[config.mk]
export PLATFORM = sky130hd
export DESIGN_NAME = clk_div_prog_flat
export DESIGN_NICKNAME = d
export VERILOG_FILES = /design/src/rtl/clk_div_prog_if.sv /design/src/rtl/clk_div_prog.sv /design/src/flat_wrapper.sv
export SDC_FILE = /design/constraint.sdc
export NUM_CORES = 1
export LEC_CHECK = 0
export CAP_MARGIN = 30
export CORE_UTILIZATION = 38
export CTS_BUF_LIST = sky130_fd_sc_hd__clkbuf_8
export DETAILED_ROUTE_END_ITERATION = 8
export HOLD_SLACK_MARGIN = 0.1
export PLACE_DENSITY = 0.59
export SYNTH_ARGS = -nofsm -noshare
export SYNTH_HDL_FRONTEND = slang
export SYNTH_SLANG_ARGS = --single-unit
[constraint.sdc]
create_clock -name clk -period 3.8 [get_ports clk]
set_clock_uncertainty 0.1 [all_clocks]
set_input_delay 0.76 -clock clk [delete_from_list [all_inputs] [get_ports clk]]
set_output_delay 0.76 -clock clk [all_outputs]
set_load 0.03 [all_outputs]
[src/rtl/clk_div_prog_if.sv]
`timescale 1ps/1ps
`default_nettype none
// ============================================================================
// Interface : clk_div_prog_if
// Brief     : Control and output bundle of the programmable clock divider.
//             The master side requests ratios and run state; the slave side
//             (the divider) returns the divided clock and status pulses.
// Revision  : 1.0 - initial release
// ============================================================================
interface clk_div_prog_if #(
  parameter int WIDTH = 8
) ();

  logic             enable;
  logic [WIDTH-1:0] div_ratio;
  logic             load;
  logic             oclk;
  logic             tick;
  logic             busy;
  logic             err;

  modport master (
    output enable,
    output div_ratio,
    output load,
    input  oclk,
    input  tick,
    input  busy,
    input  err
  );

  modport slave (
    input  enable,
    input  div_ratio,
    input  load,
    output oclk,
    output tick,
    output busy,
    output err
  );

endinterface
`default_nettype wire

[src/rtl/clk_div_prog.sv]
`timescale 1ps/1ps
`default_nettype none
// ============================================================================
// Module   : clk_div_prog
// Brief    : Programmable integer clock divider. Produces a 50% duty output
//            for even and odd ratios, applies ratio changes only at period
//            boundaries and stops cleanly at the end of a period.
// Revision : 1.0 - initial release
// ============================================================================
module clk_div_prog #(
  parameter int WIDTH       = 8,
  parameter int DEFAULT_DIV = 3
) (
  input  logic          clk,
  input  logic          rst,
  clk_div_prog_if.slave bus
);

  localparam logic [WIDTH-1:0] DEF_RATIO = WIDTH'(DEFAULT_DIV);
  localparam logic [WIDTH-1:0] MIN_RATIO = WIDTH'(2);
  localparam logic [WIDTH-1:0] ONE       = WIDTH'(1);
  localparam logic [WIDTH:0]   ONE_X     = (WIDTH+1)'(1);

  typedef enum logic [0:0] {
    ST_IDLE = 1'b0,
    ST_RUN  = 1'b1
  } state_t;

  // Rising-edge state
  state_t           state_q;
  logic [WIDTH-1:0] cnt;        // position inside the current output period
  logic [WIDTH-1:0] ratio_q;    // active divide ratio
  logic [WIDTH-1:0] pend_q;     // ratio waiting for the next period start
  logic             busy_q;
  logic             tick_q;
  logic             err_q;
  logic             p_q;        // high-phase of the output period

  // Falling-edge state: marks the second half of the last high cycle of an
  // odd period, so the output falls on a source falling edge.
  logic             n_q;

  // Next-state decode
  state_t           state_d;
  logic [WIDTH-1:0] cnt_d;
  logic [WIDTH-1:0] ratio_d;
  logic             last;
  logic             period_start;
  logic             legal;
  logic [WIDTH:0]   half_d;
  logic [WIDTH:0]   half_q;
  logic             p_d;
  logic             tick_d;

  // Period sequencing: advance, wrap, start or stop, and pick the ratio
  // that governs the period beginning at this edge.
  always_comb begin
    state_d      = state_q;
    cnt_d        = cnt;
    ratio_d      = ratio_q;
    period_start = 1'b0;
    last         = (state_q == ST_RUN) && (cnt == (ratio_q - ONE));
    legal        = (bus.div_ratio >= MIN_RATIO);

    if (state_q == ST_IDLE) begin
      if (bus.enable) begin
        state_d      = ST_RUN;
        cnt_d        = '0;
        period_start = 1'b1;
      end
    end else if (last) begin
      cnt_d = '0;
      if (bus.enable) begin
        period_start = 1'b1;
      end else begin
        state_d = ST_IDLE;
      end
    end else begin
      cnt_d = cnt + ONE;
    end

    if (period_start && busy_q) begin
      ratio_d = pend_q;
    end

    // Ratio is at least 2, so the subtraction never wraps; the extra bit
    // keeps ceil(N/2) exact for N = 2^WIDTH-1.
    half_d = ({1'b0, ratio_d} + ONE_X) >> 1;
    p_d    = (state_d == ST_RUN) && ({1'b0, cnt_d} < half_d);
    tick_d = (state_d == ST_RUN) && (cnt_d == (ratio_d - ONE));
  end

  // Registered state and outputs on the source rising edge.
  always_ff @(posedge clk or posedge rst) begin
    if (rst) begin
      state_q <= ST_IDLE;
      cnt     <= '0;
      ratio_q <= DEF_RATIO;
      pend_q  <= DEF_RATIO;
      busy_q  <= 1'b0;
      tick_q  <= 1'b0;
      err_q   <= 1'b0;
      p_q     <= 1'b0;
    end else begin
      state_q <= state_d;
      cnt     <= cnt_d;
      ratio_q <= ratio_d;
      p_q     <= p_d;
      tick_q  <= tick_d;
      err_q   <= bus.load && !legal;
      // A legal load on the applying edge wins: it becomes the next pending
      // ratio and is applied one period later.
      if (bus.load && legal) begin
        pend_q <= bus.div_ratio;
        busy_q <= 1'b1;
      end else if (period_start) begin
        busy_q <= 1'b0;
      end
    end
  end

  assign half_q = ({1'b0, ratio_q} + ONE_X) >> 1;

  // Half-cycle early drop for odd ratios, sampled on the source falling edge.
  always_ff @(negedge clk or posedge rst) begin
    if (rst) begin
      n_q <= 1'b0;
    end else begin
      n_q <= p_q && ratio_q[0] && ({1'b0, cnt} == (half_q - ONE_X));
    end
  end

  // p_q only changes on rising edges and n_q only on falling edges, so the
  // combination cannot glitch.
  assign bus.oclk = p_q && !n_q;
  assign bus.tick = tick_q;
  assign bus.busy = busy_q;
  assign bus.err  = err_q;

endmodule
`default_nettype wire
[src/flat_wrapper.sv]
// flat-port wrapper written by rule: the top's interface ports become plain ports
module clk_div_prog_flat 
#(
  parameter int WIDTH       = 8,
  parameter int DEFAULT_DIV = 3
)
  (clk, rst, bus_enable, bus_div_ratio, bus_load, bus_oclk, bus_tick, bus_busy, bus_err);
  clk_div_prog_if #(.WIDTH(WIDTH)) bus_i ();
  input  logic clk;
  input  logic rst;
  input wire logic [$bits(bus_i.enable)-1:0] bus_enable;
  input wire logic [$bits(bus_i.div_ratio)-1:0] bus_div_ratio;
  input wire logic [$bits(bus_i.load)-1:0] bus_load;
  output wire logic [$bits(bus_i.oclk)-1:0] bus_oclk;
  output wire logic [$bits(bus_i.tick)-1:0] bus_tick;
  output wire logic [$bits(bus_i.busy)-1:0] bus_busy;
  output wire logic [$bits(bus_i.err)-1:0] bus_err;
  assign bus_i.enable = bus_enable;
  assign bus_i.div_ratio = bus_div_ratio;
  assign bus_i.load = bus_load;
  assign bus_oclk = bus_i.oclk;
  assign bus_tick = bus_i.tick;
  assign bus_busy = bus_i.busy;
  assign bus_err = bus_i.err;
  clk_div_prog #(.WIDTH(WIDTH), .DEFAULT_DIV(DEFAULT_DIV)) u_core (.clk(clk), .rst(rst), .bus(bus_i));
endmodule
======== Word level (Yosys, flattened, before mapping) ========
Cells that the tools add are included.
W data, S select, Z words.
storage, ports and cells
  input port bits ......................... 12
  flip-flop bits (word level) ............. 30
  logic and storage cells ................. 43
  output and inout port bits .............. 4
cells by class
  equal/unequal tests ..................... 3
  multiplexer cells ....................... 11
  reductions and logical operators ........ 12
  order comparisons ....................... 2
  add/sub/neg operators ................... 6
operators with widths
  operator               number
  $mux W8                4
  $add A8 B1 Y9 const B  2
  $eq A8 B8 Y1           2
  $sub A8 B1 Y8 const B  2
  $eq A8 B9 Y1           1
  $logic_and A1 B1 Y1    9
  $sub A8 B1 Y9 const B  1
  $add A8 B1 Y8 const B  1
  $ge A8 B2 Y1 const B   1
  $lt A8 B8 Y1           1
  $mux W1                7
  $logic_not A1 Y1       2
  $reduce_bool A2 Y1     1

======== Logic depth before layout (Yosys ltp) ========
Gate-level depths: netlist of run 1.
  depth in word-level cells ............... 10
  gate-level depth with buffers ........... 21
  depth with buffers taken out ............ 19

==> results of run 1 <==
==> cells in the mapped netlist, types with 4 or more instances <==
cell type,number
sky130_fd_sc_hd__o21ai_0,8
sky130_fd_sc_hd__and2_1,4
sky130_fd_sc_hd__nand4_1,5
sky130_fd_sc_hd__mux2i_1,10
sky130_fd_sc_hd__clkbuf_1,12
sky130_fd_sc_hd__nor3_1,10
sky130_fd_sc_hd__inv_1,14
sky130_fd_sc_hd__xnor2_1,29
sky130_fd_sc_hd__a21o_1,4
sky130_fd_sc_hd__dfrtp_1,25
sky130_fd_sc_hd__a21oi_1,7
sky130_fd_sc_hd__nand2b_1,6
sky130_fd_sc_hd__nor2_1,11
sky130_fd_sc_hd__and3_1,5
sky130_fd_sc_hd__a22o_1,4
sky130_fd_sc_hd__mux2_2,5
sky130_fd_sc_hd__dfstp_2,4
sky130_fd_sc_hd__ha_1,12
sky130_fd_sc_hd__nand2_1,35
sky130_fd_sc_hd__nand3_1,16
sky130_fd_sc_hd__xor2_1,9
==> path summary, 6_finish.rpt <==
| path | slack, ns | cells past startpoint | startpoint | end |
|---|---|---|---|---|
| min in group asynchronous | 0.94 | 3 | rst | u_core.ratio_q[2]$_DFF_PP0_ |
| setup / recovery | -0.30 | 11 | u_core.ratio_q[1]$_DFF_PP1_ | u_core.n_q$_DFF_NP0_ |
| hold reg to reg | 0.37 | 2 | u_core.pend_q[1]$_DFFE_PP1P_ | u_core.pend_q[1]$_DFFE_PP1P_ |
| max in group asynchronous | 1.02 | 2 | rst | u_core.n_q$_DFF_NP0_ |
| hold / removal | 0.37 | 2 | u_core.pend_q[1]$_DFFE_PP1P_ | u_core.pend_q[1]$_DFFE_PP1P_ |
| setup reg to reg | -0.30 | 11 | u_core.ratio_q[1]$_DFF_PP1_ | u_core.n_q$_DFF_NP0_ |
==> sequential cells by signal, summed over array words and instances (netlist names) <==
| signal | count |
|---|---|
| u_core.bus.busy | 1 |
| u_core.bus.err | 1 |
| u_core.bus.tick | 1 |
| u_core.cnt | 8 |
| u_core.n_q | 1 |
| u_core.p_q | 1 |
| u_core.pend_q | 8 |
| u_core.ratio_q | 8 |
| u_core.state_q | 1 |
==> timing repair <==
action,CTS,global route
gates cloned,0,0
gates resized for setup,5,27
endpoints found under the setup margin,3,3
buffers inserted,1,6
pin swaps,2,9
==> cells by family after synthesis <==
kind of cell	count (synthesis)	share of synthesized area, %
xor+xnor	38	14.04
fa+ha+maj	12	6.332
mux	16	7.229
buf+inv	29	5.224
compound gates	42	12.72
flops	30	31.87
simple gates	106	22.59
==> critical path: cells and delay by family, from the launching register on <==
kind                     cells  cell delay, ns
AO/OA/AOI/OAI                2            0.30
XOR/XNOR                     3            0.46
adder cells (fa/ha/maj)      1            0.17
buffers and inverters        3            0.39
flip-flops                   1            0.57
AND/OR/NAND/NOR              2            0.25
==> report_power, final <==
part           internal [W]  switching [W]  total (W)
Sequential         0.000329     0.00000813   0.000337
Combinational     0.0000166      0.0000176  0.0000342
Clock              0.000143       0.000120   0.000263
Total              0.000489       0.000146   0.000635
==> cell type report <==
type,count,share of cell area (%)
clock buffer,6,2.404
clock inverter,2,0.2550
inverter,14,1.603
multi-input combinational,214,50.35
sequential,30,22.00
tap,75,2.732
timing repair buffer,84,20.66
==> per-stage QoR <==
stage               total power (W)  instances
finish                    0.0006346        425
global route              0.0006610        425
CTS                       0.0006426        419
detailed placement        0.0003766        410
global placement          0.0003760        410
floorplan                 0.0003565        273
==> routing by layer <==
layer | global-route usage (%) | routed length (µm) | vias to the layer above
li1 | - | - | 1112
met1 | 25.79 | 2764 | 1061
met2 | 37.65 | 3218 | 52
met3 | 3.146 | 206 | 10
met4 | 6.429 | 106 | 0
met5 | 0 | 0 | -
==> reports/qor_table.md, run 1 <==
| Metric | This run |
|---|---|
| Number of vias per cell after detailed routing | 5.259 |
| Seq cells post-synth | 30 |
| Num Clock Sinks | 30 |
| Horizontal extent of the die | 80.99 µm |
| Total die area | 6559 µm² |
| Total negative setup slack | -0.5586 ns |
| Global-route usage over all layers | 21.02% |
| Number of enable flip-flop cells after synthesis | 0 |
| CTS Buffer Depth | 2 |
| Violated checks | negative setup slack |
| Count of synthesis-stage warnings from yosys | 0 |
| Worst-case vdd ir drop | 0.2337 mV |
| Worst hold margin | 0.3749 ns |
| Total length of routed wires | 6295 µm |
| Setup-violating endpoint count in the final report | 3 |
| Via count of the routed design | 2235 |
| Post-route cell area | 3435 µm² |
| Final Max Tran Viols | 0 |
| Maximum capacitance violations | 0 |
| CTS tree | yes |
| Most common library cell in the layout ignoring fill and taps | sky130_fd_sc_hd__buf_4 |
| Cell chosen for the clock root | sky130_fd_sc_hd__clkbuf_8 |
| Fraction of layout instances using a drive strength above 1 | 35.71% |
| Top library cells by usage in the layout, fill and taps aside | sky130_fd_sc_hd__buf_4 (63), sky130_fd_sc_hd__nand2_1 (34), sky130_fd_sc_hd__xnor2_1 (26) |
| First-pass GRT wire length | 10250 µm |
| Syn Inst Count | 273 |
| Proportion of netlist area held by the largest area contributor | 26.39% |
| Cell with the largest stage delay on the worst path | sky130_fd_sc_hd__dfstp_2 |
| Required time worst endpoint | 2.11 ns |
| Dominant cell type by area after synthesis | sky130_fd_sc_hd__dfrtp_1 |
| RePlAce Congestion | 0.8527 |
| Maximum number of pins on one net before global-route repair | 30 |
| DRC violation total after the first TritonRoute iteration | 83 |
| Residual antenna-violating net count after detailed routing | 0 |
| Final net count | 373 |
| Dominant cells by area after synthesis | sky130_fd_sc_hd__dfrtp_1 (26%), sky130_fd_sc_hd__xnor2_1 (11%), sky130_fd_sc_hd__ha_1 (6.3%) |
| DP HPWL | 5028 µm |
| Remaining max-slew budget at the tightest pin | 58.11% |
| Placed inst area | 3127 µm² |
| Worst setup SP type | flop |
| Standby leakage power | 1.535 nW |
| Capturing element type of the critical path | flop |
| Number of rows created at floorplan | 28 |
| Buffers on Ports | 15 |
| Register clock-pin slew on the reported worst setup and hold paths | 0.06 ns |
| Cts-stage hold buffer count | 0 |
| Number of filler cells placed in the layout | 567 |
| Number of placed I/O pins | 16 |
| Antenna Diode Count | 0 |
| Average wire per standard cell | 14.81 µm |
| # DRC | 0 |
| Initial standard-cell utilization of the core | 39.81% |
| CTS Buf Count | 5 |
| Outcome | finished, violations left |
| Slew at the pin closest to its max-slew limit | 0.6204 ns |
| Fin worst setup slack | -0.3048 ns |
| Worst-Skew Late Latency | 0.28 ns |
| Pre-antenna DRT Iters | 4 |
| Layout Utilization | 57.67% |
| Syn avg cell area | 8.685 µm² |
| Overflow left after global routing | 0 |
| Delay of the slowest cell on the worst path | 0.57 ns |
| RSZ-0062 raised after global routing | true |
| Data arrival time of the worst path | 2.41 ns |
| Top flip-flop cell by instance count after synthesis | sky130_fd_sc_hd__dfrtp_1 |
| Setup Slack @ Placement | -0.3838 ns |
| Critical Setup Path Class | flop to flop |
| Combined area of the multi-input logic cells | 1729 µm² |
| Core area | 5956 µm² |
| Synth-to-layout area growth | 44.85% |
| Cell Area, Synth | 2371 µm² |
| Vias in the first global route | 2200 |
| Cells along the critical path | buf_6, ha_4, nand3_4, xor2_4, buf_4, buf_4, xnor2_1, xnor2_1, nor3_2, o2111ai_2, a21oi_2 |
| Path category of the worst min-delay check | flop to flop |
| Seq/Total Area, Yosys | 31.87% |
| Cell Pwr Density | 184.8 nW/µm² |
| Fraction of synthesis flops using an asynchronous set or reset pin | 100.0% |
| Deepest level of the CTS H-tree | 2 |
| Antenna violations before repair | 0 |
| Flip-flop and latch area | 755.7 µm² |
| Floorplan die height | 80.99 µm |
| Synthesized net count | 297 |
| Hold Vio Cnt, Final | 0 |
| Maximum net fanout on the critical path | 4 |
| Distinct cells, synth | 47 |
Note: power is estimated with default switching activity, not from simulation.
==> run 2, diff against run 1 <==
- GPL_TIMING_DRIVEN: unset -> 0
==> run 2 against run 1 <==
- the flow still finishes with violations (negative setup slack)
- worst hold slack better by 0.020 ns
- sequential share of layout area up 1.9 points
- worst setup slack worse by 0.096 ns
- largest power group unchanged
- critical path type unchanged
- via count down 6.0%
- critical path depth up 7
- die area unchanged
- critical endpoint is now u_core.p_q$_DFF_PP0_
- utilization down 4.5 points
- clock power about the same
- cell count down 6.8%
- non-clock buffer count down 29
==> reports/qor_table.md, run 2 (synthesized netlist as in run 1, its figures left out) <==
| Metric | This run | vs previous |
|---|---|---|
| Floorplan die height | 80.99 µm | unchanged |
| Endpoint of the worst hold-timing path | u_core.pend_q[1]$_DFFE_PP1P_ |  |
| Register clock-pin slew on the reported worst setup and hold paths | 0.07 ns | about the same |
| Horizontal extent of the die | 80.99 µm | unchanged |
| Total length of routed wires | 5955 µm | -5.4% |
| Via count of the routed design | 2102 | -6.0% |
| Final worst path period share | 110.5% |  |
| Internal power summed over all cells | 0.0004907 W | +0.36% |
| Cts-stage hold buffer count | 0 | unchanged |
| Layout Utilization | 53.17% | -4.5 points |
| Cell chosen for the clock root | sky130_fd_sc_hd__clkbuf_8 |  |
| Buffers on Ports | 14 | -1 |
| Number of placed I/O pins | 16 | unchanged |
| RSZ-0062 raised after global routing | true |  |
| Post-route cell area | 3167 µm² | -7.8% |
| Overflow left after global routing | 0 | unchanged |
| Reg power frac | 53.1% | about the same |
| CTS Buffer Depth | 2 | unchanged |
| Number of rows created at floorplan | 28 | unchanged |
| Proportion of total power due to net switching | 22.82% | -0.13 points |
| Residual antenna-violating net count after detailed routing | 0 | unchanged |
| Final net count | 344 | -7.8% |
| Flop-to-flop setup slack | -0.40 ns | -0.10 ns |
| Standby leakage power | 1.383 nW | -9.9% |
| DP HPWL | 4370 µm | -13% |
| First-pass GRT wire length | 9901 µm | -3.4% |
| Vias in the first global route | 2110 | -4.1% |
| Total die area | 6559 µm² | unchanged |
| Inst Count DP | 363 | -11% |
| Antenna Diode Count | 0 | unchanged |
| Maximum number of pins on one net before global-route repair | 25 | -17% |
| Final Max Tran Viols | 0 | unchanged |
| Global-route usage over all layers | 20.21% | -0.81 points |
| Hold Vio Cnt, Final | 0 | unchanged |
| Deepest level of the CTS H-tree | 2 | unchanged |
| CTS Buf Count | 5 | unchanged |
| Critical Path Most Common Cell | sky130_fd_sc_hd__buf_6 |  |
| Source of the worst register-to-register timing path | u_core.ratio_q[1]$_DFF_PP1_ |  |
| Critical Setup Path Class | flop to flop |  |
| Maximum capacitance violations | 0 | unchanged |
| Fin worst setup slack | -0.4007 ns | -0.09590 ns |
| Clock power frac | 41.2% | -0.3 points |
| Registers with the most flip-flops | u_core.cnt x8, u_core.pend_q x8, u_core.ratio_q x8 |  |
| Net switching power of the design | 0.0001451 W | -0.36% |
| Remaining max-slew budget at the tightest pin | 59.17% | +1.1 points |
| Delay of the slowest cell on the worst path | 0.56 ns | about the same |
| Minimum period implied by the final worst setup slack | 4.201 ns |  |
| RePlAce Congestion | 0.8131 | -4.6% |
| Placed inst area | 2734 µm² | -13% |
| Worst setup SP type | flop |  |
| Slew at the pin closest to its max-slew limit | 0.5954 ns | -0.02501 ns |
| Path category of the worst min-delay check | flop to flop |  |
| Number of filler cells placed in the layout | 593 | +4.6% |
| Num Clock Sinks | 30 | unchanged |
| Pre-antenna DRT Iters | 4 | unchanged |
| Maximum net fanout on the critical path | 7 | +3 |
| Outcome | finished, violations left |  |
| Combinational share of power | 5.7% | +0.3 points |
| Endpoint of the lowest-slack register-to-register path | u_core.p_q$_DFF_PP0_ |  |
| Top library cells by usage in the layout, fill and taps aside | sky130_fd_sc_hd__nand2_1 (34), sky130_fd_sc_hd__xnor2_1 (27), sky130_fd_sc_hd__dfrtp_1 (25) |  |
| Max Freq | 0.2381 GHz |  |
| Capturing element type of the critical path | flop |  |
| CP top delay family | compound AO/OA/AOI/OAI gates |  |
| Setup Slack @ Placement | -0.7361 ns | -0.3524 ns |
| Initial standard-cell utilization of the core | 39.81% | unchanged |
| Buf+Inv Stages, Crit Path | 3 | unchanged |
| Setup-violating endpoint count in the final report | 3 | unchanged |
| Required time worst endpoint | 3.89 ns | +1.78 ns |
| # DRC | 0 | unchanged |
| Worst reg2reg path depth | 18 | +7 |
| Most common library cell in the layout ignoring fill and taps | sky130_fd_sc_hd__nand2_1 |  |
| Core area | 5956 µm² | unchanged |
| Synth-to-layout area growth | 33.56% |  |
| Violated checks | negative setup slack |  |
| Cells along the critical path | buf_6, or4_4, a211o_1, a21o_1, a2111o_1, a21oi_4, buf_6, buf_6, mux2_4, nand3_4, nor3_4, xnor2_1, ha_1, a21oi_2, nor2b_1, o21ai_1, nand3_1, a31oi_1 |  |
| HP Start | u_core.pend_q[1]$_DFFE_PP1P_ |  |
| DRC violation total after the first TritonRoute iteration | 87 | +4.8% |
| CTS tree | yes |  |
| Antenna violations before repair | 0 | unchanged |
| Number of stages on the worst hold path | 2 | unchanged |
| Average wire per standard cell | 15.04 µm | +1.5% |
| Worst-case vdd ir drop | 0.1646 mV | -30% |
| Non-filler instance count after layout | 396 | -6.8% |
| Number of vias per cell after detailed routing | 5.308 | +0.94% |
| Cell with the largest stage delay on the worst path | sky130_fd_sc_hd__or4_4 |  |
| Cell Pwr Density | 200.8 nW/µm² | +8.7% |
| Data arrival time of the worst path | 4.29 ns | +1.88 ns |
| Worst-Skew Late Latency | 0.28 ns | about the same |
| Fraction of layout instances using a drive strength above 1 | 26.17% | -9.5 points |
run 2: worst max-delay path by stage:
stage	from	to	slack, ns	cells past startpoint
6_report	u_core.ratio_q[1]$_DFF_PP1_	u_core.p_q$_DFF_PP0_	-0.40	18
5_1_grt	u_core.ratio_q[1]$_DFF_PP1_	u_core.p_q$_DFF_PP0_	-0.57	18
4_1_cts	u_core.ratio_q[0]$_DFF_PP1_	u_core.p_q$_DFF_PP0_	-0.36	18
3_5_place_dp	u_core.ratio_q[1]$_DFF_PP1_	u_core.p_q$_DFF_PP0_	-0.74	19
3_3_place_gp	u_core.ratio_q[1]$_DFF_PP1_	u_core.p_q$_DFF_PP0_	-0.70	19
2_1_floorplan	u_core.ratio_q[1]$_DFF_PP1_	u_core.n_q$_DFF_NP0_	-0.14	9
run 2: per-stage QoR:
step / total power, W / TNS (ns) / hold WS (ns)
finish: 0.0006358 / -0.8033 / 0.3951
global route: 0.0006676 / -1.273 / 0.4325
CTS: 0.0006461 / -0.7844 / 0.3926
detailed placement: 0.0003784 / -1.369 / 0.3814
global placement: 0.0003743 / -1.604 / 0.3688
floorplan: 0.0003565 / -0.2719 / 0.3454
run 2: repair_timing:
action,in CTS,in global routing
endpoints found under the setup margin,4,4
setup buffers,21,6
resized for setup,23,12
pin swaps,17,16
cloned,0,0
hold endpoints to repair,0,0
run 2: final cells by class:
class	count	area [µm²]	area share [%]
clock inverter	2	8.758	0.2766
sequential	30	755.7	23.86
clock buffer	6	82.58	2.608
timing repair buffer	42	396.6	12.52
buffer	13	75.07	2.371
inverter	14	55.05	1.738
tap	75	93.84	2.963
multi-input combinational	214	1699	53.65
run 2: power by group through the flow:
stage	Sequential [W]	Combinational, W	Clock (W)
floorplan	0.000339	0.0000171	0
global placement	0.000341	0.0000330	0
detailed placement	0.000342	0.0000367	0
CTS	0.000337	0.0000370	0.000272
global route	0.000339	0.0000414	0.000287
finish	0.000338	0.0000361	0.000262
run 2: routing by layer:
| layer | part of all wire [%] | global-route usage, % | vias up |
|---|---|---|---|
| met5 | 0 | 0 | - |
| met4 | 0.99 | 4.821 | 0 |
| met3 | 3.8 | 3.596 | 6 |
| met2 | 51 | 38.40 | 37 |
| met1 | 44 | 23.11 | 1004 |
| li1 | - | - | 1055 |
run 2: worst reg2reg max path, delay by kind of cell (launching register included):
| kind | cells | cell delay (ns) |
|---|---|---|
| adder cells (fa/ha/maj) | 1 | 0.34 |
| flip-flops | 1 | 0.39 |
| XOR/XNOR | 1 | 0.15 |
| AO/OA/AOI/OAI | 7 | 1.56 |
| AND/OR/NAND/NOR | 5 | 0.88 |
| multiplexers | 1 | 0.32 |
| buffers and inverters | 3 | 0.38 |
==> run 3, diff against run 2 <==
- SETUP_SLACK_MARGIN: unset -> 0.02
==> run 3 against run 2 <==
- the flow still finishes with violations (negative setup slack)
- via count did not move
- cell count did not move
- sequential power barely moved
- non-clock buffer count is the same
- critical path depth unchanged
- cell area unchanged
- clock power about the same
- die area is the same
- flip-flop and latch count stayed put
==> reports/qor_table.md, run 3 (synthesized netlist as in run 1, its figures left out) <==
| Metric | This run | vs previous |
|---|---|---|
| Core area | 5956 µm² | unchanged |
| Net switching power of the design | 0.0001451 W | unchanged |
| Worst-case vdd ir drop | 0.1646 mV | unchanged |
| Endpoint of the worst setup timing path | u_core.p_q$_DFF_PP0_ |  |
| Register clock-pin slew on the reported worst setup and hold paths | 0.07 ns | about the same |
| CTS Buffer Depth | 2 | unchanged |
| Fin worst setup slack | -0.4007 ns | unchanged |
| Data arrival time of the worst path | 4.29 ns | about the same |
| Combinational share of power | 5.7% | about the same |
| Vias in the first global route | 2110 | unchanged |
| Cell chosen for the clock root | sky130_fd_sc_hd__clkbuf_8 |  |
| Standby leakage power | 1.383 nW | unchanged |
| Average wire per standard cell | 15.04 µm | unchanged |
| Worst-Skew Late Latency | 0.28 ns | about the same |
| Total die area | 6559 µm² | unchanged |
| Worst hold margin | 0.3951 ns | unchanged |
| DP HPWL | 4370 µm | unchanged |
| Number of vias per cell after detailed routing | 5.308 | unchanged |
| Internal power summed over all cells | 0.0004907 W | unchanged |
| Source of the worst register-to-register timing path | u_core.ratio_q[1]$_DFF_PP1_ |  |
| Proportion of total power due to net switching | 22.82% | unchanged |
| Setup Slack @ Placement | -0.7361 ns | unchanged |
| Floorplan die height | 80.99 µm | unchanged |
| # DRC | 0 | unchanged |
| Remaining max-slew budget at the tightest pin | 59.17% | unchanged |
| Antenna violations before repair | 0 | unchanged |
| Via count of the routed design | 2102 | unchanged |
| Overflow left after global routing | 0 | unchanged |
| Pre-antenna DRT Iters | 4 | unchanged |
| Violated checks | negative setup slack |  |
| Final net count | 344 | unchanged |
| Final worst path period share | 110.5% | unchanged |
| Post-route cell area | 3167 µm² | unchanged |
| Registers with the most flip-flops | u_core.cnt x8, u_core.pend_q x8, u_core.ratio_q x8 |  |
| Path category of the worst min-delay check | flop to flop |  |
| Num Clock Sinks | 30 | unchanged |
| Layout Utilization | 53.17% | unchanged |
| CTS tree | yes |  |
| Initial standard-cell utilization of the core | 39.81% | unchanged |
| Maximum capacitance violations | 0 | unchanged |
| Worst reg2reg path depth | 18 | unchanged |
| Number of stages on the worst hold path | 2 | unchanged |
| Endpoint of the lowest-slack register-to-register path | u_core.p_q$_DFF_PP0_ |  |
| Placed inst area | 2734 µm² | unchanged |
| Hold Vio Cnt, Final | 0 | unchanged |
| Overall power | 0.0006358 W | unchanged |
| Buffers on Ports | 14 | unchanged |
| Final Max Tran Viols | 0 | unchanged |
| Clock power frac | 41.2% | about the same |
| DRC violation total after the first TritonRoute iteration | 87 | unchanged |
| Number of rows created at floorplan | 28 | unchanged |
| Critical Setup Path Class | flop to flop |  |
| Maximum net fanout on the critical path | 7 | unchanged |
| Worst setup SP type | flop |  |
| Fraction of layout instances using a drive strength above 1 | 26.17% | unchanged |
| First-pass GRT wire length | 9901 µm | unchanged |
| Max Freq | 0.2381 GHz | unchanged |
| Required time worst endpoint | 3.89 ns | about the same |
| Total length of routed wires | 5955 µm | unchanged |
| Minimum period implied by the final worst setup slack | 4.201 ns | unchanged |
| Crit. Startpoint | u_core.ratio_q[1]$_DFF_PP1_ |  |
| Global-route usage over all layers | 20.21% | unchanged |
| Number of placed I/O pins | 16 | unchanged |
| Synth-to-layout area growth | 33.56% | unchanged |
| Cts-stage hold buffer count | 0 | unchanged |
| Number of filler cells placed in the layout | 591 | -0.34% |
| Slew at the pin closest to its max-slew limit | 0.5954 ns | unchanged |
| Deepest level of the CTS H-tree | 2 | unchanged |
| Flop-to-flop setup slack | -0.40 ns | about the same |
| Horizontal extent of the die | 80.99 µm | unchanged |
| RSZ-0062 raised after global routing | true |  |
| Maximum number of pins on one net before global-route repair | 25 | unchanged |
| Reg power frac | 53.1% | about the same |
| Residual antenna-violating net count after detailed routing | 0 | unchanged |
| Setup-violating endpoint count in the final report | 3 | unchanged |
| Outcome | finished, violations left |  |
| Most common library cell in the layout ignoring fill and taps | sky130_fd_sc_hd__nand2_1 |  |
| RePlAce Congestion | 0.8131 | unchanged |
| Capturing element type of the critical path | flop |  |
| Top library cells by usage in the layout, fill and taps aside | sky130_fd_sc_hd__nand2_1 (34), sky130_fd_sc_hd__xnor2_1 (27), sky130_fd_sc_hd__dfrtp_1 (25) |  |
| Antenna Diode Count | 0 | unchanged |
| CTS Buf Count | 5 | unchanged |
| Cell Pwr Density | 200.8 nW/µm² | unchanged |
| HP Start | u_core.pend_q[1]$_DFFE_PP1P_ |  |
-- run 3: cell counts in the layout (fill, tap and decap cells not counted) --
Identical to the previous run, type by type.
-- run 3: how the worst min path moves through the flow --
stage | endpoint | slack [ns]
2_1_floorplan | u_core.pend_q[6]$_DFFE_PP0P_ | 0.35
3_3_place_gp | u_core.pend_q[1]$_DFFE_PP1P_ | 0.37
3_5_place_dp | u_core.pend_q[1]$_DFFE_PP1P_ | 0.38
4_1_cts | u_core.pend_q[1]$_DFFE_PP1P_ | 0.39
5_1_grt | u_core.pend_q[1]$_DFFE_PP1P_ | 0.43
6_report | u_core.pend_q[1]$_DFFE_PP1P_ | 0.40
-- run 3: what timing repair did --
item                       4_1_cts  5_1_grt
setup endpoints to repair        4        3
setup buffers                   21        6
pin swaps                       17       16
gates cloned                     0        0
resized for setup               25       10
-- run 3: final cells by class --
cell class | count | area, µm² | share of cell area, %
Timing Repair Buffer | 42 | 396.6 | 12.52
Multi-Input combinational cell | 214 | 1699 | 53.65
Clock inverter | 2 | 8.758 | 0.2766
Sequential cell | 30 | 755.7 | 23.86
Tap cell | 75 | 93.84 | 2.963
Clock buffer | 6 | 82.58 | 2.608
Inverter | 14 | 55.05 | 1.738
Buffer | 13 | 75.07 | 2.371
-- run 3: power groups by stage --
stage	combinational (W)	clock (W)	sequential (W)
floorplan	0.0000171	0	0.000339
global placement	0.0000330	0	0.000341
detailed placement	0.0000367	0	0.000342
CTS	0.0000370	0.000272	0.000337
global route	0.0000414	0.000287	0.000339
finish	0.0000361	0.000262	0.000338
-- run 3: per-stage QoR --
step	setup TNS, ns	cells
after floorplan	-0.2719	273
after global placement	-1.604	362
after detailed placement	-1.369	363
after CTS	-0.7844	390
after global routing	-1.273	396
final	-0.8033	396
-- run 3: critical path, cell delays in order (launching register included) --
cell and delay, ns:
sky130_fd_sc_hd__dfstp_2 0.39, sky130_fd_sc_hd__buf_6 0.12, sky130_fd_sc_hd__or4_4 0.56, sky130_fd_sc_hd__a211o_1 0.28, sky130_fd_sc_hd__a21o_1 0.16, sky130_fd_sc_hd__a2111o_1 0.47, sky130_fd_sc_hd__a21oi_4 0.20, sky130_fd_sc_hd__buf_6 0.16
sky130_fd_sc_hd__buf_6 0.10, sky130_fd_sc_hd__mux2_4 0.32, sky130_fd_sc_hd__nand3_4 0.11, sky130_fd_sc_hd__nor3_4 0.06, sky130_fd_sc_hd__xnor2_1 0.14, sky130_fd_sc_hd__ha_1 0.34, sky130_fd_sc_hd__a21oi_2 0.14, sky130_fd_sc_hd__nor2b_1 0.05
sky130_fd_sc_hd__o21ai_1 0.13, sky130_fd_sc_hd__nand3_1 0.09, sky130_fd_sc_hd__a31oi_1 0.18
-- run 3: layer usage --
metal,GRT usage [%],vias up,wire [µm]
li1,-,1055,-
met1,23.11,1004,2630
met2,38.40,37,3035
met3,3.596,6,229
met4,4.821,0,59
met5,0,-,0
